--- config.mk ---
export PLATFORM = sky130hd
export DESIGN_NAME = mem_port_arbiter
export DESIGN_NICKNAME = d
export VERILOG_FILES = /design/src/rtl/mem_port_arbiter.sv
export SDC_FILE = /design/constraint.sdc
export NUM_CORES = 1
export LEC_CHECK = 0
export CORE_MARGIN = 1
export CORE_UTILIZATION = 53
export DETAILED_ROUTE_END_ITERATION = 6
export DONT_BUFFER_PORTS = 1
export PLACE_DENSITY = 0.65
export SLEW_MARGIN = 30
export SYNTH_ARGS = -nofsm -noshare
export SYNTH_HDL_FRONTEND = slang
export SYNTH_SLANG_ARGS = --single-unit
--- constraint.sdc ---
create_clock -name i_clk -period 4.2 [get_ports i_clk]
set_input_delay 0.84 -clock i_clk [delete_from_list [all_inputs] [get_ports i_clk]]
set_output_delay 0.84 -clock i_clk [all_outputs]
set_load 0.05 [all_outputs]
--- src/rtl/mem_port_arbiter.sv ---
// rtl/mem_port_arbiter.sv - single-port memory arbiter: CPU vs external requester
// Fixed CPU priority with a starvation guard, plus an exclusive lock mode for burst loading.
module mem_port_arbiter #(
  parameter int ADDR_W   = 8,
  parameter int DATA_W   = 8,
  parameter int MAX_HOLD = 4
) (
  input  logic              i_clk,
  input  logic              i_reset,
  input  logic              i_cpu_req,
  input  logic              i_cpu_we,
  input  logic [ADDR_W-1:0] i_cpu_addr,
  input  logic [DATA_W-1:0] i_cpu_wdata,
  output logic              o_cpu_gnt,
  output logic              o_cpu_stall,
  output logic              o_cpu_rvalid,
  output logic [DATA_W-1:0] o_cpu_rdata,
  input  logic              i_ext_req,
  input  logic              i_ext_we,
  input  logic [ADDR_W-1:0] i_ext_addr,
  input  logic [DATA_W-1:0] i_ext_wdata,
  input  logic              i_ext_lock,
  output logic              o_ext_gnt,
  output logic              o_ext_rvalid,
  output logic [DATA_W-1:0] o_ext_rdata,
  output logic              o_locked,
  output logic [ADDR_W-1:0] o_mem_addr,
  output logic              o_mem_we,
  output logic [DATA_W-1:0] o_mem_wdata,
  input  logic [DATA_W-1:0] i_mem_rdata
);

  localparam int               CNT_W      = $clog2(MAX_HOLD + 1);
  localparam logic [CNT_W-1:0] HOLD_LIMIT = CNT_W'(MAX_HOLD);

  typedef enum logic [1:0] {
    S_CPU_PRI = 2'd0,
    S_EXT_PRI = 2'd1,
    S_LOCK    = 2'd2
  } state_t;

  state_t           r_state;
  state_t           w_state_nxt;
  logic [CNT_W-1:0] r_starve_cnt;
  logic [CNT_W-1:0] w_starve_cnt_nxt;
  logic [CNT_W-1:0] w_cnt_inc;
  logic             w_cpu_gnt;
  logic             w_ext_gnt;
  logic             r_cpu_rd;
  logic             r_ext_rd;

  // Grants are suppressed while reset is high so nothing reaches memory mid-reset.
  always_comb begin
    w_cpu_gnt = 1'b0;
    w_ext_gnt = 1'b0;
    if (!i_reset) begin
      case (r_state)
        S_CPU_PRI: begin
          w_cpu_gnt = i_cpu_req;
          w_ext_gnt = i_ext_req & ~i_cpu_req;
        end
        S_EXT_PRI: begin
          w_ext_gnt = i_ext_req;
          w_cpu_gnt = i_cpu_req & ~i_ext_req;
        end
        S_LOCK: begin
          w_ext_gnt = i_ext_req;
        end
        default: begin
          w_cpu_gnt = 1'b0;
          w_ext_gnt = 1'b0;
        end
      endcase
    end
  end

  always_comb begin
    w_state_nxt      = r_state;
    w_starve_cnt_nxt = r_starve_cnt;
    w_cnt_inc        = (r_starve_cnt == HOLD_LIMIT) ? r_starve_cnt : r_starve_cnt + 1'b1;
    case (r_state)
      S_CPU_PRI: begin
        if (w_ext_gnt || !i_ext_req) begin
          w_starve_cnt_nxt = '0;
        end else if (w_cpu_gnt) begin
          w_starve_cnt_nxt = w_cnt_inc;
          if (w_cnt_inc == HOLD_LIMIT) begin
            w_state_nxt = S_EXT_PRI;
          end
        end
      end
      S_EXT_PRI: begin
        if (w_ext_gnt || !i_ext_req) begin
          w_state_nxt      = S_CPU_PRI;
          w_starve_cnt_nxt = '0;
        end
      end
      S_LOCK: begin
        if (!i_ext_lock) begin
          w_state_nxt      = S_CPU_PRI;
          w_starve_cnt_nxt = '0;
        end
      end
      default: begin
        w_state_nxt      = S_CPU_PRI;
        w_starve_cnt_nxt = '0;
      end
    endcase
    // A locking external grant overrides every other transition.
    if (w_ext_gnt && i_ext_lock) begin
      w_state_nxt      = S_LOCK;
      w_starve_cnt_nxt = '0;
    end
  end

  always_ff @(posedge i_clk) begin
    if (i_reset) begin
      r_state      <= S_CPU_PRI;
      r_starve_cnt <= '0;
      r_cpu_rd     <= 1'b0;
      r_ext_rd     <= 1'b0;
    end else begin
      r_state      <= w_state_nxt;
      r_starve_cnt <= w_starve_cnt_nxt;
      r_cpu_rd     <= w_cpu_gnt & ~i_cpu_we;
      r_ext_rd     <= w_ext_gnt & ~i_ext_we;
    end
  end

  assign o_cpu_gnt    = w_cpu_gnt;
  assign o_ext_gnt    = w_ext_gnt;
  assign o_cpu_stall  = i_cpu_req & ~w_cpu_gnt & ~i_reset;
  assign o_locked     = (r_state == S_LOCK) & ~i_reset;

  // Read-return routing follows the owner registered at the granting edge.
  assign o_cpu_rvalid = r_cpu_rd & ~i_reset;
  assign o_ext_rvalid = r_ext_rd & ~i_reset;
  assign o_cpu_rdata  = o_cpu_rvalid ? i_mem_rdata : '0;
  assign o_ext_rdata  = o_ext_rvalid ? i_mem_rdata : '0;

  assign o_mem_we     = (w_cpu_gnt & i_cpu_we) | (w_ext_gnt & i_ext_we);
  assign o_mem_addr   = w_cpu_gnt ? i_cpu_addr  : (w_ext_gnt ? i_ext_addr  : '0);
  assign o_mem_wdata  = w_cpu_gnt ? i_cpu_wdata : (w_ext_gnt ? i_ext_wdata : '0);

endmodule
==> flow_summary.yaml, run 1 <==
outcome:
  status: "finished clean"
timing:
  layout_setup_ws_ns: 0.845
  hold_violations: 0
  tns_ns: 0
  setup_viol: 0
  fmax_ghz: 0.298
  rsz0062_at_grt: "false"
  tightest_slew_ns: 0.960
  slew_viol_final: 0
  fin_crit_sh_pct: 79.9
  min_period_ns: 3.35
  maxSlewHeadroom_pct: 35.9
  fin_skew_ns: 0.00458
yosys:
  synthCells: 102
  synthDistinctLibCells: 34
  yosysSeqAreaShare_pct: 16.8
  avgSynthCellArea_um2: 8.19
  asyncSetResetFlopFracSynth_pct: 0
  synth_ff_type: "dfxtp_1"
  yosysWarnings: 0
  synth_nets: 155
  synth.area.top_cells: "a22o_1 (18%), dfxtp_1 (17%), and2_1 (12%)"
  synth.top_cell.area_share_pct: 17.8
  synth_edf_count: 0
  synth_area_um2: 836
  yosysTopAreaCell: "a22o_1"
  ys_ff_latch: 7
  yosysMostFrequentCell: "a22o_1"
  synth_commonest_cells: "a22o_1 (17), and2_1 (16), dfxtp_1 (7)"
worst_setup_path:
  critPathLaunchType: "flop"
  cp.required_ns: 3.36
  crit_path_max_fanout: 19
  path_class: "flop to output port"
  crit_path_end_kind: "output port"
  cp_slowest_cell: "a22o_1"
  path_cells: "inv_1 > ha_1 > a21oi_2 > nor2_4 > nor3_4 > a22o_1"
  slowest_delay_ns: 0.55
  cp.arrival_ns: 2.51
floorplanning:
  num_rows: 13
  dieArea_mm2: 0.00174
  fp.dieH_um: 41.7
  die-width_um: 41.7
  start_util_pct: 60.5
  io_pins: 86
  core_mm2: 0.00138
cts:
  cts-resized-gates: 0
  cts_tree: "built"
  cts_buffers: 3
  root_buffer: "clkbuf_4"
  htreeDepth: 1
  cts_hold_buffers: 0
  clock-sinks: 7
  clkTransAtPathRegs_ns: 0.05
  post-cts-setup-buffers: 0
  clk_path_buf_depth: 2
  clock_latency_ns: 0.25
route:
  initialDrtViolationCount: 40
  dr.pass1.iters: 4
  via_count: 827
  drc: 0
  routed_wl_mm: 2.15
  ant_nets: 0
  drt-vias-per-instance: 6.95
  avgRoutedWirePerCell_um: 18.1
pwr:
  p_leak_uw: 0.000350
  p_sw_share_pct: 45.9
  peakVddDrop_uv: 145
  comb_power_share_pct: 45.6
  pwr-share-clk_pct: 24.9
  pwr-share-seq_pct: 29.5
  powerDensity_mw_per_mm2: 282
  p_switching_uw: 113
  p_int_uw: 133
placement:
  placed_area_um2: 846
  post-place-ws_ns: 0.961
  dp_hpwl_mm: 1.72
  placement.io_buffers: 0
  place_congestion: 0.870
grt:
  grt_pass1_wl_mm: 3.29
  grt_start_max_net_pins: 20
  antenna_found_initial: 0
  grt_usage_pct: 24.2
  grt_pass1_vias: 789
  gr-total-overflow: 0
min_path:
  hold_path.class: "flop to flop"
layout:
  area_growth_pct: 4.34
  fin_nets: 158
  fin_area_um2: 872
  fillers: 124
  diodes: 0
  drive_gt1_share_pct: 10.6
run:
  maxCapViolations: 0
==> layer usage <==
layer / global-route usage [%] / vias to the layer above / routed length (µm)
met1: 31.4 / 367 / 876
met3: 1.74 / 6 / 190
met2: 40.3 / 69 / 1060
li1: - / 385 / -
met4: 11.6 / 0 / 27
met5: 0 / - / 0
==> layout make-up <==
| class | instances | area, µm² | area share, % |
|---|---|---|---|
| sequential | 7 | 140 | 16.1 |
| clock buffer | 4 | 26.3 | 3.01 |
| timing repair buffer | 2 | 15.0 | 1.72 |
| multi-input combinational | 86 | 653 | 74.9 |
| inverter | 5 | 18.8 | 2.15 |
| tap | 15 | 18.8 | 2.15 |
==> power groups by stage <==
stage | clock, µW | sequential [µW] | combinational [µW]
2_1_floorplan | 0 | 73.3 | 104
3_3_place_gp | 0 | 74.0 | 110
3_5_place_dp | 0 | 74.0 | 111
4_1_cts | 65.0 | 72.5 | 112
5_1_grt | 68.4 | 73.3 | 119
6_report | 61.3 | 72.7 | 112
==> final timing paths <==
| kind | startpoint | endpoint | slack [ns] | depth (start not counted) |
|---|---|---|---|---|
| max | r_state[0]$_SDFFE_PP0P_ | o_mem_wdata[4] | 0.85 | 6 |
| min | r_starve_cnt[1]$_SDFFE_PP0P_ | r_starve_cnt[1]$_SDFFE_PP0P_ | 0.50 | 2 |
| max reg2reg | r_state[1]$_SDFFE_PP0P_ | r_starve_cnt[0]$_SDFFE_PP0P_ | 2.16 | 6 |
| min reg2reg | r_starve_cnt[1]$_SDFFE_PP0P_ | r_starve_cnt[1]$_SDFFE_PP0P_ | 0.50 | 2 |
==> sequential cells by signal (all words and copies together), names as in the netlist <==
name and flops:
r_starve_cnt 3, r_state 2, r_cpu_rd 1, r_ext_rd 1
==> metrics by stage <==
| step | util, % | hold slack, ns | std cells | total power [µW] |
|---|---|---|---|---|
| final | 63.1 | 0.500 | 119 | 246 |
| after floorplan | - | 0.460 | 102 | 177 |
| after detailed placement | 61.2 | 0.493 | 115 | 185 |
| after CTS | 63.1 | 0.501 | 119 | 249 |
| after global placement | 61.2 | 0.489 | 115 | 184 |
| after global routing | 63.1 | 0.529 | 119 | 260 |
==> cells by family (layout without fill, tap and decap cells) <==
family,Yosys count,count (layout),share of synthesized area [%]
and+or+nand+nor,41,41,31.7
AOI/OAI and AO/OA,39,39,37.4
buffers and inverters,9,11,5.09
DFF,7,7,16.8
adders and majority gates,6,6,8.98
==> placed cells by master, fill, tap and decap left out, drive strengths merged, types with 2 or more instances in the layout <==
cell | synthesis | routed
clkbuf | 2 | 4
buf | 2 | 2
ha | 6 | 6
nand3 | 2 | 2
inv | 5 | 5
nor2b | 4 | 4
nand2b | 4 | 4
a22o | 17 | 17
a31o | 2 | 2
nor3 | 4 | 4
and2 | 16 | 16
o31a | 2 | 2
a21oi | 7 | 7
nand2 | 4 | 4
o21ai | 5 | 5
dfxtp | 7 | 7
nor2 | 2 | 2
==> worst max-delay path, delay by kind of cell (launching register included) <==
| family | cells | cell delay, ns |
|---|---|---|
| AOI/OAI and AO/OA | 2 | 0.78 |
| buffers and inverters | 1 | 0.08 |
| DFF | 1 | 0.38 |
| adders and majority gates | 1 | 0.31 |
| and+or+nand+nor | 2 | 0.71 |
Note: power is estimated with default switching activity, not from simulation.
==> inputs of run 2 (changes only) <==
Settings changed: PLACE_DENSITY 0.65 to 0.68.
Clock period 4.2 ns to 3 ns, I/O delays scaled along.
==> flow_summary.yaml, run 2 (synthesis gave the netlist of run 1 again) <==
outcome:
  status: "finished clean"
worst_setup_path:
  reg2regPathDepth: 6
  path_class: "flop to output port"
  rrSetupSlack_ns: 0.96
  cp_slowest_cell: "a22o_1"
  crit_cells: 5
  path_cells: "inv_1 > ha_1 > and2b_1 > o211a_1 > a22o_1"
  reg2reg_to: "r_state[0]$_SDFFE_PP0P_"
  critPathLaunchType: "flop"
  startpoint: "r_state[0]$_SDFFE_PP0P_"
  crit_path_max_fanout: 8
  crit_path_end_kind: "output port"
  cp.required_ns: 2.40
  critical-path-top-delay-family: "compound AO/OA/AOI/OAI gates"
  r2r-start: "r_state[0]$_SDFFE_PP0P_"
  cp.arrival_ns: 2.27
  path_buf_inv: 1
  slowest_delay_ns: 0.53
layout:
  ff_latch_area_um2: 140
  top_regs: "r_starve_cnt x3, r_state x2"
  diodes: 0
  fillers: 92
  drive_gt1_share_pct: 33.6
  area_growth_pct: 38.2
  final_cell_mix: "buf_4 (37), a22o_1 (17), and2_1 (16), dfxtp_1 (7)"
  fin_area_mm2: 0.00115
  largest_register: "r_starve_cnt"
  multi_input_area_um2: 653
  largest_reg_flops: 3
  layout_commonest_cell: "buf_4"
  fin_nets: 194
cts:
  root_buffer: "clkbuf_4"
  clk_path_buf_depth: 2
  cts_hold_buffers: 0
  cts_tree: "built"
  cts-resized-gates: 0
  cts_buffers: 3
  post-cts-setup-buffers: 0
  clock-sinks: 7
  clkTransAtPathRegs_ns: 0.05
  htreeDepth: 1
  clock_latency_ns: 0.26
route:
  drt-vias-per-instance: 6.10
  avgRoutedWirePerCell_um: 16.4
  via_count: 946
  routed_wl_mm: 2.54
  initialDrtViolationCount: 27
  ant_nets: 0
  drc: 0
  dr.pass1.iters: 4
floorplanning:
  io_pins: 86
  start_util_pct: 60.5
  dieArea_mm2: 0.00174
  die-width_um: 41.7
  num_rows: 13
  fp.dieH_um: 41.7
  core_mm2: 0.00138
grt:
  antenna_found_initial: 0
  grt_pass1_wl_mm: 3.77
  gr-total-overflow: 0
  grt_start_max_net_pins: 20
  grt_usage_pct: 27.9
  grt_pass1_vias: 828
timing:
  tns_ns: 0
  setup_viol: 0
  min_period_ns: 2.87
  rsz0062_at_grt: "false"
  fmax_ghz: 0.348
  hold_violations: 0
  maxSlewHeadroom_pct: 64.8
  tightest_slew_ns: 0.527
  slew_viol_final: 0
  fin_skew_ns: 0.00131
  fin_crit_sh_pct: 95.8
run:
  maxCapViolations: 0
placement:
  dp_hpwl_mm: 2.00
  placed_area_mm2: 0.00111
  placement.io_buffers: 0
  place_congestion: 0.822
min_path:
  worstHoldPathCells: 1
  hold_path.class: "primary input to flop"
  hp-start: "i_reset"
  hold_end: "r_state[1]$_SDFFE_PP0P_"
pwr:
  peakVddDrop_uv: 281
  powerDensity_mw_per_mm2: 327
  p_leak_uw: 0.000546
## run 2: cell types whose count changed in the layout (fill, tap and decap cells not counted), sizes merged
cell / change
buf: +36
## run 2: worst max path at each step
stage                      to  slack [ns]
5_1_grt              o_mem_we        0.07
4_1_cts        o_mem_wdata[7]        0.09
6_report             o_mem_we        0.13
3_3_place_gp    o_mem_addr[3]        0.49
2_1_floorplan   o_mem_addr[0]        0.43
3_5_place_dp   o_mem_wdata[7]        0.37
## run 2: layout make-up
type | instances | area share [%]
Timing Repair Buffer | 38 | 25.8
Clock buffer | 4 | 2.28
Multi-Input combinational cell | 86 | 56.6
Sequential cell | 7 | 12.1
Tap cell | 15 | 1.63
Inverter | 5 | 1.63
## run 2: worst register-to-register path, stage by stage (launching register included)
cell,delay [ns]
dfxtp_1,0.38
inv_1,0.09
ha_1,0.31
and2b_1,0.24
o211a_1,0.44
a21oi_1,0.32
o221a_1,0.22
## run 2: stage by stage
stage / utilization, % / cells / setup slack [ns] / power, µW / hold slack, ns
detailed placement: 80.2 / 150 / 0.371 / 285 / 0.491
finish: 83.5 / 155 / 0.125 / 378 / 0.402
CTS: 82.1 / 154 / 0.0931 / 376 / 0.399
global route: 83.5 / 155 / 0.0706 / 395 / 0.397
global placement: 80.2 / 150 / 0.487 / 283 / 0.479
floorplan: - / 102 / 0.434 / 248 / 0.460
## run 2: per-layer routing
layer	routed length (µm)	global-route usage [%]	part of all wire, %	vias up
met5	0	0	0	-
met2	1320	51.9	52	77
met1	867	28.2	34	401
met3	287	11.3	11	8
met4	64	7.74	2.5	0
li1	-	-	-	460
## run 2: where the power goes
part	internal, µW	leakage, µW	switching, µW	total, µW
clock	51.0	0.0000150	38.9	89.9
combinational	62.9	0.000474	123	186
sequential	97.5	0.0000570	4.30	102
total	211	0.000546	166	378
==> inputs of run 3 (changes only) <==
Settings changed: CORE_MARGIN 1 to 4.
==> flow_summary.yaml, run 3 (synthesis gave the netlist of run 1 again) <==
cts:
  cts_tree: "built"
  cts_hold_buffers: 0
  clock_latency_ns: 0.25
  cts_buffers: 3
  clock-sinks: 7
  clk_path_buf_depth: 2
  root_buffer: "clkbuf_4"
  clkTransAtPathRegs_ns: 0.05
  htreeDepth: 1
floorplanning:
  io_pins: 86
  die-width_um: 47.7
  dieArea_mm2: 0.00228
  core_mm2: 0.00151
  start_util_pct: 55.5
  fp.dieH_um: 47.7
  num_rows: 14
layout:
  fillers: 115
  multi_input_area_um2: 654
  top_regs: "r_starve_cnt x3, r_state x2"
  largest_register: "r_starve_cnt"
  fin_nets: 194
  largest_reg_flops: 3
  layout_commonest_cell: "buf_4"
  diodes: 0
  ff_latch_area_um2: 140
  final_cell_mix: "buf_4 (37), a22o_1 (16), and2_1 (16), dfxtp_1 (7)"
  area_growth_pct: 38.5
  drive_gt1_share_pct: 34.3
worst_setup_path:
  cp.required_ns: 2.40
  path_class: "flop to output port"
  startpoint: "r_state[0]$_SDFFE_PP0P_"
  critPathLaunchType: "flop"
  crit_path_max_fanout: 19
  crit_path_end_kind: "output port"
  r2r-start: "r_state[0]$_SDFFE_PP0P_"
  cp.arrival_ns: 2.22
timing:
  maxSlewHeadroom_pct: 64.6
  tightest_slew_ns: 0.531
  min_period_ns: 2.82
  tns_ns: 0
  hold_violations: 0
  slew_viol_final: 0
  setup_viol: 0
  fin_skew_ns: 0.00224
  rsz0062_at_grt: "false"
  fmax_ghz: 0.355
  fin_crit_sh_pct: 93.9
pwr:
  p_leak_uw: 0.000546
  p_total_uw: 380
  powerDensity_mw_per_mm2: 328
  peakVddDrop_uv: 245
route:
  avgRoutedWirePerCell_um: 18.4
  ant_nets: 0
  drc: 0
  routed_wl_mm: 2.88
  drt-vias-per-instance: 6.31
  initialDrtViolationCount: 21
  via_count: 985
  dr.pass1.iters: 4
grt:
  grt_usage_pct: 24.8
  grt_start_max_net_pins: 20
  grt_pass1_vias: 889
  grt_pass1_wl_mm: 3.97
  use_met1_pct: 30.5
  met2_usage_pct: 41.4
  antenna_found_initial: 0
  gr-total-overflow: 0
  grt.busiest_layer: "met2"
  use_met3_pct: 6.39
min_path:
  hold_path.class: "primary input to flop"
  hp-start: "i_reset"
placement:
  placement.io_buffers: 0
  dp_hpwl_mm: 2.31
  place_congestion: 0.886
run:
  maxCapViolations: 0
outcome:
  status: "finished clean"
## run 3: critical path, cell delays in order (launching register included)
cell and delay (ns):
dfxtp_1 0.40, inv_1 0.09, ha_1 0.31, a21oi_2 0.26
nor2_4 0.14, nor3_4 0.26, buf_12 0.16, a22o_1 0.13
buf_4 0.19
## run 3: path summary, 6_finish.rpt
path / endpoint / slack, ns / depth (start not counted)
max: o_mem_addr[5] / 0.18 / 8
min: r_state[1]$_SDFFE_PP0P_ / 0.41 / 1
max reg2reg: r_state[0]$_SDFFE_PP0P_ / 0.85 / 6
min reg2reg: r_starve_cnt[1]$_SDFFE_PP0P_ / 0.50 / 2
## run 3: what timing repair did
item | 4_1_cts | 5_1_grt
gates resized for setup | 0 | 1
buffers inserted | 0 | 1
setup endpoints to repair | 0 | 17
## run 3: final cells by class
type                    instances  area share [%]
multi-input cells              86            56.5
flip-flops and latches          7            12.1
repair buffers                 38            25.7
inverters                       5            1.62
clock buffers                   4            2.27
well taps                      16            1.73
## run 3: where the power goes
group | internal [µW] | total (µW) | switching (µW)
Combinational | 63.2 | 189 | 126
Sequential | 97.5 | 102 | 4.35
Clock | 51.0 | 89.2 | 38.2
## run 3: stage by stage
stage	hold WS [ns]	utilization [%]	instances	cell area [µm²]	setup slack, ns
after floorplan	0.460	-	102	836	0.434
after global placement	0.480	73.7	151	1110	0.462
after detailed placement	0.484	73.7	151	1110	0.368
after CTS	0.400	75.4	155	1140	0.0469
after global routing	0.389	76.8	156	1160	0.0498
final	0.409	76.8	156	1160	0.182
## run 3: layer usage
| layer | vias up | part of all wire [%] |
|---|---|---|
| li1 | 455 | - |
| met1 | 456 | 37 |
| met2 | 69 | 53 |
| met3 | 5 | 9.3 |
| met4 | 0 | 1.4 |
| met5 | - | 0 |
